$ cat config.mk
export PLATFORM = sky130hd
export DESIGN_NAME = i2c_reg_poller
export DESIGN_NICKNAME = d
export VERILOG_FILES = /design/src/rtl/i2c_reg_poller.sv
export SDC_FILE = /design/constraint.sdc
export NUM_CORES = 1
export LEC_CHECK = 0
export BUFFER_PORTS_ARGS = -buffer_cell sky130_fd_sc_hd__buf_2
export CORE_ASPECT_RATIO = 0.6
export CORE_UTILIZATION = 40
export CTS_CLUSTER_DIAMETER = 40
export DETAILED_ROUTE_END_ITERATION = 10
export GPL_TIMING_DRIVEN = 0
export PLACE_DENSITY = 0.64
export SLEW_MARGIN = 20
export SYNTH_ARGS = -nofsm -noshare
export SYNTH_HDL_FRONTEND = slang
export SYNTH_SLANG_ARGS = --single-unit
$ cat constraint.sdc
create_clock -name clk_200k -period 2.61 [get_ports clk_200k]
set_input_delay 0.522 -clock clk_200k [delete_from_list [all_inputs] [get_ports clk_200k]]
set_output_delay 0.522 -clock clk_200k [all_outputs]
set_load 0.01 [all_outputs]
$ cat src/rtl/i2c_reg_poller.sv
// Periodic multi-byte register poller in front of the I2C master handshake.
// Each byte is a pointer write followed by a one-byte read; the assembled sample is strobed out.
module i2c_reg_poller #(
    parameter logic [6:0]  DEV_ADDR = 7'h29,
    parameter logic [7:0]  REG_BASE = 8'h00,
    parameter int unsigned NBYTES   = 2,
    parameter int unsigned POLL_DIV = 20000,
    parameter int unsigned TIMEOUT  = 4096
) (
    input  logic                  clk_200k,
    input  logic                  rst,
    input  logic                  enable,
    output logic                  i2c_req,
    output logic                  i2c_dir,
    output logic [6:0]            i2c_addr,
    output logic [7:0]            i2c_dat_to_slv,
    input  logic                  i2c_done,
    input  logic [7:0]            i2c_dat_from_slv,
    output logic [8*NBYTES-1:0]   sample,
    output logic                  sample_valid,
    output logic                  busy,
    output logic                  err
);

    localparam int unsigned IDXW = (NBYTES > 1) ? $clog2(NBYTES) : 1;
    localparam int unsigned CNTW = (POLL_DIV > 1) ? $clog2(POLL_DIV) : 1;
    localparam int unsigned WDW  = (TIMEOUT > 1) ? $clog2(TIMEOUT) : 1;

    localparam logic [IDXW-1:0] LAST_IDX = IDXW'(NBYTES - 1);
    localparam logic [CNTW-1:0] CNT_MAX  = CNTW'(POLL_DIV - 1);
    localparam logic [WDW-1:0]  WD_MAX   = WDW'(TIMEOUT - 1);

    typedef enum logic [2:0] {
        IDLE,
        WR_REQ,
        WR_CLR,
        RD_REQ,
        RD_CLR,
        EMIT
    } state_t;

    state_t state, state_next;

    logic [CNTW-1:0]     poll_cnt;
    logic                tick;
    logic [WDW-1:0]      wd;
    logic                wd_expired;
    logic                abort;
    logic [IDXW-1:0]     byte_idx, byte_idx_d;
    logic [8*NBYTES-1:0] shadow, shadow_d;

    logic                req_d, dir_d, valid_d, err_d, busy_d;
    logic [6:0]          addr_d;
    logic [7:0]          dat_d;
    logic [8*NBYTES-1:0] sample_d;

    // Poll interval counter; held at zero whenever polling is disabled.
    always_ff @(posedge clk_200k or posedge rst) begin
        if (rst) begin
            poll_cnt <= '0;
        end else if (!enable || tick) begin
            poll_cnt <= '0;
        end else begin
            poll_cnt <= poll_cnt + 1'b1;
        end
    end

    assign tick = (poll_cnt == CNT_MAX);

    always_ff @(posedge clk_200k or posedge rst) begin
        if (rst) begin
            wd <= '0;
        end else if (state_next != state || state == IDLE || state == EMIT) begin
            wd <= '0;
        end else begin
            wd <= wd + 1'b1;
        end
    end

    assign wd_expired = (wd == WD_MAX);

    always_ff @(posedge clk_200k or posedge rst) begin
        if (rst) begin
            state <= IDLE;
        end else begin
            state <= state_next;
        end
    end

    // A completing handshake takes priority over a watchdog expiry in the same cycle.
    always_comb begin
        state_next = state;
        case (state)
            IDLE: begin
                if (tick && enable && !i2c_done) state_next = WR_REQ;
            end
            WR_REQ: begin
                if (i2c_done)        state_next = WR_CLR;
                else if (wd_expired) state_next = IDLE;
            end
            WR_CLR: begin
                if (!i2c_done)       state_next = RD_REQ;
                else if (wd_expired) state_next = IDLE;
            end
            RD_REQ: begin
                if (i2c_done)        state_next = RD_CLR;
                else if (wd_expired) state_next = IDLE;
            end
            RD_CLR: begin
                if (!i2c_done)       state_next = (byte_idx == LAST_IDX) ? EMIT : WR_REQ;
                else if (wd_expired) state_next = IDLE;
            end
            EMIT: begin
                state_next = IDLE;
            end
            default: begin
                state_next = IDLE;
            end
        endcase
    end

    assign abort = (state_next == IDLE) &&
                   (state == WR_REQ || state == WR_CLR || state == RD_REQ || state == RD_CLR);

    // Next values of the registered outputs; dir/addr/pointer only change when a request opens.
    always_comb begin
        byte_idx_d = byte_idx;
        shadow_d   = shadow;
        sample_d   = sample;
        valid_d    = 1'b0;
        err_d      = abort;
        busy_d     = (state_next != IDLE);
        req_d      = (state_next == WR_REQ) || (state_next == RD_REQ);
        dir_d      = i2c_dir;
        addr_d     = i2c_addr;
        dat_d      = i2c_dat_to_slv;

        case (state)
            IDLE: begin
                if (state_next == WR_REQ) begin
                    byte_idx_d = '0;
                    shadow_d   = '0;
                end
            end
            RD_REQ: begin
                if (state_next == RD_CLR) begin
                    shadow_d[(32'(LAST_IDX) - 32'(byte_idx)) * 8 +: 8] = i2c_dat_from_slv;
                end
            end
            RD_CLR: begin
                if (state_next == WR_REQ) byte_idx_d = byte_idx + 1'b1;
            end
            EMIT: begin
                sample_d = shadow;
                valid_d  = 1'b1;
            end
            default: begin
            end
        endcase

        if (abort) shadow_d = '0;

        if (state_next == WR_REQ && state != WR_REQ) begin
            dir_d  = 1'b0;
            addr_d = DEV_ADDR;
            dat_d  = REG_BASE + 8'(byte_idx_d);
        end else if (state_next == RD_REQ && state != RD_REQ) begin
            dir_d  = 1'b1;
            addr_d = DEV_ADDR;
        end
    end

    always_ff @(posedge clk_200k or posedge rst) begin
        if (rst) begin
            byte_idx       <= '0;
            shadow         <= '0;
            i2c_req        <= 1'b0;
            i2c_dir        <= 1'b0;
            i2c_addr       <= '0;
            i2c_dat_to_slv <= '0;
            sample         <= '0;
            sample_valid   <= 1'b0;
            busy           <= 1'b0;
            err            <= 1'b0;
        end else begin
            byte_idx       <= byte_idx_d;
            shadow         <= shadow_d;
            i2c_req        <= req_d;
            i2c_dir        <= dir_d;
            i2c_addr       <= addr_d;
            i2c_dat_to_slv <= dat_d;
            sample         <= sample_d;
            sample_valid   <= valid_d;
            busy           <= busy_d;
            err            <= err_d;
        end
    end

endmodule

# After elaboration in Yosys (flattened, before gate mapping)
# Index checks and enable logic that the tools add are counted.
# totals
reg_bits	76
word_cells	78
# classes
n_addsub	5
eq_ne	15
shifts	2
muxes	23
reduce_logical	20
# op_table
cell	n
two-way mux 16 bit	3
negator 32 -> 34 bit	1
variable shift 8 x 34 -> 16 bit, first input constant	1
indexed part select 8 x 34 -> 16 bit	1
case mux 16 bit (2 select lines)	1
two-way mux 3 bit	7
bitwise mux 16 bit	1
adder 15 x 1 -> 15 bit, second input constant	1
equality test 15 bit, second input constant	1
two-way mux 15 bit	1
case mux 3 bit (5 select lines)	1
two-way mux 7 bit	2
adder 12 x 1 -> 12 bit, second input constant	1
equality test 12 bit, second input constant	1
two-way mux 12 bit	1
equality test 3 x 2 -> 1 bit, second input constant	3
equality test 3 bit, second input constant	3
!= test 3 x 2 -> 1 bit, second input constant	3
logical OR 1 bit	7
equality test 3 x 1 -> 1 bit, second input constant	2
logical NOT 3 bit	2
nonzero test 3 bit	2
logical AND 1 bit	5
two-way mux 1 bit	5
other kinds (8)	9

# Logic depth before layout (Yosys ltp)
# logic_depth
ltp_word	9
mapped_depth	12
mapped_depth_nobuf	11

# Least setup slack after synthesis
# No wires, ideal clock.
# synth_path
path_type	flip-flop to flip-flop
from	register poll_cnt[0]
to	register i2c_dat_to_slv[0]
arrival_ps	2293
t_required_ps	2482
path_slack_ps	190
path_stages_with_launch	13
n_path_buf	1
synth_period_minus_slack_ps	2420
cell_sequence	dfrtp_1 > ha_1 > and4_1 > buf_2 > nand4_2 > a211o_1 > inv_1 > nand2b_1 > ha_1 > inv_1 > mux2i_1 > a21oi_1 > mux2_1
# synth_via
elab_chain_cells	8
# synth_lines
item	line_no	text
from (decl)	44	logic [CNTW-1:0] poll_cnt;
from (signal assigned)	64	poll_cnt <= poll_cnt + 1'b1;
equality test 15 bit (*)	68	assign tick = (poll_cnt == CNT_MAX);
logical AND 1 bit (*) (2 in series)	95	if (tick && enable && !i2c_done) state_next = WR_REQ;
two-way mux 3 bit (*)	95	
case mux 3 bit (5 select lines) (*)	93	case (state)
named net state_next[0]	42	state_t state, state_next;
equality test 3 x 1 -> 1 bit (*)	140, 151	
two-way mux 1 bit, on equally long branches	151, 140	
case mux 1 bit (2 select lines) (*)	138	case (state)
named net byte_idx_d	49	logic [IDXW-1:0] byte_idx, byte_idx_d;
to (signal assigned)	191	i2c_dat_to_slv <= dat_d;
to (decl)	16	output logic [7:0] i2c_dat_to_slv,
# The timed path passes the listed nets; every way through them passes the cells marked *.
# A chain may end at the register's enable or synchronous reset.

# Worst setup path after layout
# layout_path
from	register poll_cnt[1]
to	register i2c_dat_to_slv[0]
# Same word-level chain as after synthesis.

==> flow_summary_export.csv <==
group,metric,value,unit
floorplan,rows,25,
global_routing,grt_pass1_vias,2269,
critical_path,worstSetupPathType,"flip-flop to flip-flop",
cts,cts_hold_buf,0,
route,wl_met3,374,um
critical_path,cp-end-kind,"flip-flop",
floorplan,die_w,120,um
cts,clock_sinks,70,
sta,grt_setup_unrepaired,"no",
sta,setup_violations,0,
floorplan,die_area,8760,um^2
cells_and_area,area_growth_syn_to_layout,24.6,%
cells_and_area,fill_cells,731,
sta,fmax,407,MHz
synth,synth-seq-area-share,52.3,%
outcome,status,"completed",
synth,synthArstFlopShare,100,%
route,drt-pass1-iter-count,4,
route,dr_wl_met2,2970,um
synth,syn_area,3350,um^2
cts,root_buffer,"clkbuf_16",
sta,hold_viol,0,
route,wl_per_cell,15.0,um
route,drt-met1-wl,3720,um
cts,clock_path_buffers,2,
hold_path,hp-class,"input pin to async pin",
global_routing,grt_antenna_before_repair,0,
sta,worst_slack,0.151,ns
route,via_per_inst,5.11,
pwr,ir_worst_vdd,0.406,mV
synth,ys_ff_latch,70,
synth,synthCells,297,
route,drc,0,
place,preCtsSetupSlack,-0.0934,ns
sta,slew_violations,0,
flow_run,drv_cap,0,
cells_and_area,final_cell_mix,"70 x dfrtp_1, 40 x buf_2, 30 x nor2_1, 19 x buf_4, 17 x a22o_1",
place,gp_congestion,0.853,
synth,avgSynthCellArea,11.3,um^2
route,antenna_left,0,
floorplan,initial_core_util,41.9,%
place,dpl.hpwl,4950,um
global_routing,grt_usage,17.8,%
sta,worst_pin_slew,0.661,ns
pwr,leakage,1.98,nW
synth,ys.warnings.count,0,
synth,synth_edf_count,0,
cells_and_area,diodes,0,
global_routing,grt_start_max_net_pins,40,
sta,fin_crit_sh,94.2,%
cts,cts_tree,"done",
critical_path,cp.required,2.83,ns
route,vias,2421,
cells_and_area,fin_cells,474,
cells_and_area,final_layout_size_suffix_gt1_share,31.1,%
floorplan,ios,48,
route,wirelength,7120,um
route,drtIter0Drc,143,
global_routing,grt_pass1_wl,11700,um
cts,htree_levels,3,
place,placed_cells,452,
floorplan,core_area,8010,um^2
cts,clk_latency,0.34,ns
cells_and_area,final_util,52.2,%
critical_path,path_max_fanout,3,
synth,ys.flop_type,"dfrtp_1",
place,io_buffers,36,
sta,fin_worst_skew,0.00712,ns
global_routing,gr-total-overflow,0,
critical_path,startpoint_type,"flip-flop",
cts,cts_buffers,9,
synth,synthDistinctLibCells,53,
sta,slew_headroom,55.8,%
pwr,powerDensity,945,nW/um^2
sta,finalCriticalPeriod,2.46,ns
route,route.top_layer_used,"met4",
cells_and_area,fin_nets,376,
critical_path,cp_data_arrival_time,2.67,ns
floorplan,die_h,72.9,um
cts,path_clk_slew,0.06,ns
cells_and_area,mostFrequentLayoutCell,"dfrtp_1",
-- metal layers --
layer,vias to the layer above,global-route usage (%)
li1,1168,-
met1,1186,26.8
met2,59,23.8
met3,8,6.33
met4,0,4.58
met5,-,0
-- report_power, final --
group / leakage [nW] / internal (mW) / switching (mW)
clock: 0.166 / 0.938 / 0.478
sequential: 0.949 / 1.29 / 0.130
combinational: 0.869 / 0.450 / 0.667
-- flip-flops by register name, summed over array words and instances, names as in the netlist --
signal / count
err: 1
shadow: 16
i2c_addr: 1
state: 3
sample_valid: 1
i2c_dat_to_slv: 1
poll_cnt: 15
i2c_req: 1
i2c_dir: 1
byte_idx: 1
sample: 16
wd: 12
busy: 1
-- logic make-up after synthesis --
kind of cell             Yosys count  share of synthesized area, %
AND/OR/NAND/NOR                  103                          17.5
flip-flops                        70                          52.3
AO/OA/AOI/OAI                     45                          11.4
buffers and inverters             35                          5.79
XOR/XNOR                          22                          5.75
multiplexers                      18                          6.01
adder cells (fa/ha/maj)            3                          1.12
other                              1                         0.112
-- what timing repair did --
action                                  4_1_cts  5_1_grt
endpoints found under the setup margin        1        1
gates resized for setup                       3        8
setup buffers                                 2        4
pin swaps                                     1        3
-- worst max-delay path: stages, from the launching register on --
cell and delay [ns]:
dfrtp_1 0.37, ha_2 0.20, and4_1 0.21, buf_6 0.11, nand4_4 0.09, a211o_4 0.36, inv_1 0.08, nand2b_1 0.10
ha_1 0.29, inv_1 0.03, mux2i_1 0.12, a21oi_1 0.10, mux2_1 0.30
-- worst paths after layout --
kind,start,endpoint,slack [ns],cells past startpoint
max,poll_cnt[1],i2c_dat_to_slv[0],0.15,12
min,rst,wd[9],0.19,2
max reg2reg,poll_cnt[1],i2c_dat_to_slv[0],0.15,12
min reg2reg,i2c_dat_to_slv[0],i2c_dat_to_slv[0],0.48,1
max in group asynchronous,rst,i2c_dir,1.87,3
min in group clk_200k,i2c_dat_from_slv[4],shadow[12],0.42,2
-- through the flow --
stage | power, mW | hold slack, ns | instance area, um^2 | TNS, ns
finish | 3.95 | 0.190 | 4180 | 0
global route | 4.18 | 0.225 | 4180 | 0
CTS | 3.96 | 0.207 | 4110 | 0
detailed placement | 2.51 | 0.473 | 3730 | -0.0934
global placement | 2.48 | 0.474 | 3700 | -40.05
floorplan | 2.18 | 0.448 | 3390 | 0
-- Yosys cell counts, drive strengths merged, types with 2 or more instances --
| library cell | instances | area [um^2] |
|---|---|---|
| o221ai | 3 | 50.1 |
| xor2 | 9 | 78.8 |
| mux2 | 17 | 191 |
| and2 | 2 | 12.5 |
| clkbuf | 4 | 15.0 |
| nand2 | 11 | 41.3 |
| xnor2 | 13 | 114 |
| inv | 12 | 45.0 |
| nor3b | 2 | 15.0 |
| nor2b | 2 | 12.5 |
| nand2b | 3 | 18.8 |
| a22o | 17 | 149 |
| dfrtp | 70 | 1750 |
| or3 | 2 | 12.5 |
| nor2 | 30 | 113 |
| buf | 19 | 134 |
| o21ai | 5 | 25.0 |
| nor4 | 3 | 25.0 |
| a21oi | 8 | 40.0 |
| nand4 | 10 | 105 |
| nor3 | 16 | 80.1 |
| nand3 | 10 | 55.1 |
| a31oi | 2 | 18.8 |
| ha | 3 | 37.5 |
| and3 | 6 | 37.5 |
-- final cells by class --
cell class | count | area (um^2) | area share, %
multi-input combinational | 202 | 1500 | 35.8
timing repair buffer | 43 | 245 | 5.87
clock inverter | 7 | 120 | 2.88
buffer | 23 | 155 | 3.71
tap | 108 | 135 | 3.23
clock buffer | 9 | 225 | 5.39
sequential | 70 | 1750 | 41.9
inverter | 12 | 47.5 | 1.14
No activity file was read; power rests on OpenSTA's default activity.
